--- config.mk ---
export PLATFORM = sky130hd
export DESIGN_NAME = keypad_scanner
export DESIGN_NICKNAME = d
export VERILOG_FILES = /design/src/rtl/keypad_scanner.sv
export SDC_FILE = /design/constraint.sdc
export NUM_CORES = 1
export LEC_CHECK = 0
export CAP_MARGIN = 20
export CORE_MARGIN = 4
export CORE_UTILIZATION = 52
export DETAILED_ROUTE_END_ITERATION = 8
export HOLD_SLACK_MARGIN = 0.02
export PLACE_DENSITY = 0.85
export SKIP_LAST_GASP = 1
export SYNTH_ARGS = -nofsm -noshare
export SYNTH_HDL_FRONTEND = slang
export SYNTH_SLANG_ARGS = --single-unit
--- constraint.sdc ---
create_clock -name Clock -period 1.7 [get_ports Clock]
set_input_delay 0.17 -clock Clock [delete_from_list [all_inputs] [get_ports Clock]]
set_output_delay 0.17 -clock Clock [all_outputs]
set_load 0.1 [all_outputs]
--- src/rtl/keypad_scanner.sv ---
// keypad_scanner: scans a 4x4 active-low keypad one column at a time. Row
// inputs are synchronised and debounced over whole frames, and each accepted
// press is queued as a 4-bit code (col*4 + row) in a 2-entry valid/ack FIFO.
module keypad_scanner #(
    parameter int SCAN_DIV   = 1000,
    parameter int DEB_FRAMES = 4
) (
    input  logic       Clock,
    input  logic       Reset,
    input  logic [3:0] row_n,
    output logic [3:0] col_n,
    output logic       key_valid,
    output logic [3:0] key_code,
    input  logic       key_ack,
    output logic       overflow
);

    localparam int SW = (SCAN_DIV > 1) ? $clog2(SCAN_DIV) : 1;

    typedef enum logic [1:0] {IDLE, DEBOUNCE, HELD, RELEASE} state_t;

    logic [3:0]    row_s1, row_s2;
    logic [SW-1:0] slot;
    logic [1:0]    col;
    logic          sample;
    logic          frame_end;
    logic          frame_any;
    logic [3:0]    frame_code;
    logic [1:0]    low_row;
    logic          col_hit;

    state_t        state, state_n;
    logic [3:0]    cand, cand_n;
    logic [3:0]    cnt, cnt_n;
    logic [3:0]    cnt_inc;
    logic          push;

    logic [1:0]    fcnt;
    logic [3:0]    ent1;
    logic          pop;

    // Two-flop synchroniser for the asynchronous row lines (idle = all high).
    always_ff @(posedge Clock) begin
        if (Reset) begin
            row_s1 <= 4'hF;
            row_s2 <= 4'hF;
        end else begin
            row_s1 <= row_n;
            row_s2 <= row_s1;
        end
    end

    // Rows are sampled in the last cycle of a slot so the column drive has settled.
    assign sample  = (slot == SW'(SCAN_DIV - 1));
    assign col_hit = (row_s2 != 4'hF);

    // Lowest pressed row in the currently driven column.
    always_comb begin
        low_row = 2'd3;
        if (!row_s2[0])      low_row = 2'd0;
        else if (!row_s2[1]) low_row = 2'd1;
        else if (!row_s2[2]) low_row = 2'd2;
    end

    // Slot and column counters; col_n is kept as its own register so it is glitch-free.
    always_ff @(posedge Clock) begin
        if (Reset) begin
            slot  <= '0;
            col   <= 2'd0;
            col_n <= 4'b1110;
        end else if (sample) begin
            slot  <= '0;
            col   <= col + 2'd1;
            col_n <= ~(4'b0001 << (col + 2'd1));
        end else begin
            slot <= slot + SW'(1);
        end
    end

    // Frame record: first hit wins, since columns are visited in ascending order.
    always_ff @(posedge Clock) begin
        if (Reset) begin
            frame_end  <= 1'b0;
            frame_any  <= 1'b0;
            frame_code <= 4'h0;
        end else begin
            frame_end <= sample && (col == 2'd3);
            if (frame_end) begin
                frame_any  <= 1'b0;
                frame_code <= 4'h0;
            end else if (sample && col_hit && !frame_any) begin
                frame_any  <= 1'b1;
                frame_code <= {col, low_row};
            end
        end
    end

    // Debounce FSM state register.
    always_ff @(posedge Clock) begin
        if (Reset) begin
            state <= IDLE;
            cand  <= 4'h0;
            cnt   <= 4'h0;
        end else begin
            state <= state_n;
            cand  <= cand_n;
            cnt   <= cnt_n;
        end
    end

    assign cnt_inc = cnt + 4'd1;

    // Debounce FSM next-state: acts only on the completed frame at frame_end.
    always_comb begin
        state_n = state;
        cand_n  = cand;
        cnt_n   = cnt;
        push    = 1'b0;
        if (frame_end) begin
            unique case (state)
                IDLE: begin
                    if (frame_any) begin
                        cand_n = frame_code;
                        cnt_n  = 4'd1;
                        if (DEB_FRAMES == 1) begin
                            push    = 1'b1;
                            state_n = HELD;
                        end else begin
                            state_n = DEBOUNCE;
                        end
                    end
                end
                DEBOUNCE: begin
                    if (frame_any && frame_code == cand) begin
                        cnt_n = cnt_inc;
                        if (cnt_inc == 4'(DEB_FRAMES)) begin
                            push    = 1'b1;
                            state_n = HELD;
                        end
                    end else begin
                        state_n = IDLE;
                    end
                end
                HELD: begin
                    if (!frame_any) begin
                        if (DEB_FRAMES == 1) begin
                            state_n = IDLE;
                        end else begin
                            cnt_n   = 4'd1;
                            state_n = RELEASE;
                        end
                    end
                end
                RELEASE: begin
                    if (frame_any) begin
                        state_n = HELD;
                    end else begin
                        cnt_n = cnt_inc;
                        if (cnt_inc == 4'(DEB_FRAMES)) state_n = IDLE;
                    end
                end
                default: state_n = IDLE;
            endcase
        end
    end

    assign pop = key_valid && key_ack;

    // Two-entry FIFO: key_code is the head register, ent1 the second entry.
    always_ff @(posedge Clock) begin
        if (Reset) begin
            fcnt      <= 2'd0;
            ent1      <= 4'h0;
            key_code  <= 4'h0;
            key_valid <= 1'b0;
            overflow  <= 1'b0;
        end else begin
            overflow <= 1'b0;
            case ({push, pop})
                2'b10: begin
                    if (fcnt == 2'd0) begin
                        key_code  <= frame_code;
                        key_valid <= 1'b1;
                        fcnt      <= 2'd1;
                    end else if (fcnt == 2'd1) begin
                        ent1 <= frame_code;
                        fcnt <= 2'd2;
                    end else begin
                        overflow <= 1'b1;
                    end
                end
                2'b01: begin
                    if (fcnt == 2'd2) begin
                        key_code <= ent1;
                        fcnt     <= 2'd1;
                    end else begin
                        key_valid <= 1'b0;
                        fcnt      <= 2'd0;
                    end
                end
                2'b11: begin
                    if (fcnt == 2'd2) begin
                        key_code <= ent1;
                        ent1     <= frame_code;
                    end else begin
                        key_code <= frame_code;
                    end
                end
                default: ;
            endcase
        end
    end

endmodule

==> metrics.md, run 1 <==
| Metric | Value |
|---|---|
| Status | `finished with violations` |
| Failing checks | `setup timing` |
| Yosys warnings | `0` |
| Post-Syn Instances | `258` |
| Post-DP HPWL | `3600 um` |
| Die height | `between 70 and 80 um` |
| CORE AREA | `roughly 4400 um2` |
| DR iter-0 viols | `74` |
| Fraction of registers with async set/reset | `0%` |
| Most common cell after layout, fill and taps aside | `dfxtp_1` |
| Overall routed net length | `5320 um` |
| Hold Vio Cnt, Final | `0` |
| Vias in the first global route | `1903` |
| Drc violations | `0` |
| Worst-Skew Late Latency | `about 0.31 ns` |
| Pwr dens | `~750 nW/um2` |
| First-pass GRT wire length | `approximately 8700 um` |
| Cts bufs inserted | `5` |
| Syn-to-layout area delta | `32.8%` |
| Post-Syn Nets | `between 200 and 300` |
| Antenna Diode Count | `0` |
| Required @ worst endpoint | `about 1.9 ns` |
| Unrepaired setup endpoints after global routing | `true` |
| # clock sinks | `between 50 and 60` |
| Total gr overflow | `0` |
| Kind of critical path | `reg -> reg` |
| CTS tree | `done` |
| Final core utilization | `72.3%` |
| Rows | `24` |
| Worst setup SP type | `register` |
| PortBufs | `16` |
| Final Setup Violations | `4` |
| Skew final | `approximately 0.014 ns` |
| Initial Util | `54.4%` |
| Leading area contributor after synthesis | `dfxtp_1` |
| Worst min path class | `in -> reg` |
| Worst hold slack | `roughly 0.42 ns` |
| Layout net count | `around 320` |
| Critical R2R Launch | `cnt[2]$_SDFFE_PP0P_` |
| Final ANT Viol Nets | `0` |
| Critical hold path startpoint | `row_n[0]` |
| Share of cells above drive strength 1 | `31.3%` |
| Clock buffer depth | `2` |
| 1st-pass router iterations | `4` |
| Syn Std Cell Area | `around 2400 um2` |
| Hold buffer count at CTS | `0` |
| Min-Delay Path Depth | `2` |
| Arrival time worst endpoint | `between 1.5 and 2 ns` |
| Worst hold endpoint | `row_s1[0]$_SDFF_PP1_` |
| Count of cell types in the netlist | `48` |
| Reg2Reg Depth | `5` |
| Design Power | `~2.4 mW` |
| Clock Tree Root | `clkbuf_8` |
| EDFF count, synth | `0` |
| Flip-flop and latch count after synthesis | `between 50 and 60` |
| F_max | `~570 MHz` |
| H-tree depth | `2` |
| Syn_area_per_cell | `just over 9 um2` |
| Final Critical Period | `approximately 1.8 ns` |
| Wire length per cell | `14.7 um` |
| VDD IR-drop max | `a little under 0.8 mV` |
| Initial antenna violation count | `0` |
| Post-synth top area share | `between 40% and 50%` |
| GPL Wtd Cong | `roughly 0.83` |
| Worst slew pin tran | `around 0.38 ns` |
| Register area share after synthesis | `a little over two fifths` |
| Vias | `about 2000` |
| Filler cell count in the final layout | `306` |
| Part of the cycle the worst path needs | `104%` |
| Final-report max-slew violation count | `0` |
| I/O pin cnt | `17` |
| Largest net degree at the start of global routing | `47` |
| Most frequent cells in the layout | `dfxtp_1, buf_4, nor2_1` |
| Worst Setup End Kind | `register` |
| Ys flop type | `dfxtp_1` |
| Leakage | `between 1 and 1.5 nW` |
| Largest cells by area after synthesis | `dfxtp_1, mux2i_1, nor2_1` |
| MaxCap Viol Count | `0` |
| Worst Path Max Fanout | `6` |
| Worst reg2reg endpoint | `key_code[3]$_SDFFE_PP0P_` |
| Worst-path clk slew | `about 0.090 ns` |
| GR Util All Layers | `approximately 18%` |
| Final WS setup | `-0.0671 ns` |
| Slack of the worst reg-to-reg path | `-0.07 ns` |
| Routed vias/inst | `approximately 5.5` |
| Slew margin rel. | `74.9%` |
| Die Width | `~76 um` |
| Setup_tns | `-0.188 ns` |
| Die area | `5770 um2` |
-- Yosys cell counts (all sizes together), types with 2 or more instances --
| cell | instances |
|---|---|
| a211o | 5 |
| a211oi | 6 |
| a21oi | 11 |
| a31oi | 2 |
| and2 | 3 |
| and3 | 3 |
| and4 | 2 |
| buf | 2 |
| clkbuf | 10 |
| dfxtp | 52 |
| ha | 7 |
| inv | 9 |
| mux2i | 14 |
| nand2 | 14 |
| nand2b | 4 |
| nand3 | 10 |
| nand4 | 2 |
| nor2 | 35 |
| nor2b | 3 |
| nor3 | 9 |
| nor4 | 3 |
| o21ai | 6 |
| o22ai | 4 |
| o311a | 4 |
| or2 | 8 |
| or4 | 5 |
| xnor2 | 10 |
| xor2 | 4 |
-- cell type report --
type                    count  area, um2  share of cell area (%)
clock inverters             2       60.1                    1.88
clock buffers               6       93.8                    2.94
well taps                  52       65.1                    2.04
flip-flops and latches     52       1060                    33.2
repair buffers             56        505                    15.8
inverters                   9       33.8                    1.06
multi-input cells         185       1370                    43.0
-- worst max-delay path by stage --
stage	endpoint	cells past startpoint	slack, ns	startpoint
finish	key_code[3]$_SDFFE_PP0P_	5	-0.07	cnt[2]$_SDFFE_PP0P_
CTS	key_code[3]$_SDFFE_PP0P_	6	-0.05	cnt[1]$_SDFFE_PP0P_
global placement	ent1[3]$_SDFFE_PP0P_	7	-0.04	key_ack
detailed placement	key_code[3]$_SDFFE_PP0P_	6	-0.07	cnt[1]$_SDFFE_PP0P_
floorplan	key_code[0]$_SDFFE_PP0P_	6	0.005	cnt[0]$_SDFFE_PP0P_
global route	key_code[3]$_SDFFE_PP0P_	6	-0.12	cnt[0]$_SDFFE_PP0P_
-- stage by stage --
stage	setup WS [ns]	area, um2	instances
2_1_floorplan	0.00491	2420	258
3_3_place_gp	-0.0351	2900	350
3_5_place_dp	-0.0685	2900	350
4_1_cts	-0.0521	3070	358
5_1_grt	-0.116	3190	362
6_report	-0.0671	3190	362
-- layer usage --
metal / global-route usage, % / share of wire, %
met3: 3.90 / 2.5
met5: 0 / 0
met2: 31.8 / 53
met4: 4.80 / 0.87
met1: 21.9 / 44
-- report_power, final --
group | total, mW | switching (mW) | internal (mW)
Clock | 1.09 | 0.411 | 0.677
Sequential | 1.23 | 0.00835 | 1.23
Combinational | 0.0826 | 0.0386 | 0.0440
-- kinds of logic (layout without fill, tap and decap cells) --
kind of cell	count (synthesis)	after routing	synth area share [%]
and+or+nand+nor	105	105	24.7
DFF	52	52	43.3
AOI/OAI and AO/OA	45	45	13.5
buffers and inverters	21	73	3.49
xor gates and xnor gates	14	14	5.42
muxes	14	14	5.83
adders and majority gates	7	7	3.65
-- registers in the layout, indices dropped and copies added, names as in the netlist, 2 cells and up --
signal,count
state,2
frame_code,4
cand,4
key_code,4
col,2
row_s1,4
fcnt,2
slot,10
ent1,4
cnt,4
col_n,4
row_s2,4
-- critical path: stages (launching register included) --
cell and delay, ns:
dfxtp_4 0.39, a31oi_2 0.31, o211a_4 0.23, nand3_4 0.08, or4_1 0.48, o311a_1 0.14
-- timing repair --
item,4_1_cts,5_1_grt
setup buffers,0,4
endpoints found under the setup margin,18,23
pin swaps,3,10
gates resized for setup,6,20
Power figures use the tool's default switching activity.
==> inputs of run 2 (changes only) <==
--- a/config.mk
+++ b/config.mk
@@ -8,6 +8,7 @@
 export CAP_MARGIN = 20
 export CORE_MARGIN = 4
 export CORE_UTILIZATION = 52
+export CTS_CLUSTER_DIAMETER = 40
 export DETAILED_ROUTE_END_ITERATION = 8
 export HOLD_SLACK_MARGIN = 0.02
 export PLACE_DENSITY = 0.85
==> results of run 2 <==
Same layout as run 1: the final DEF is identical, and so are final timing and power.
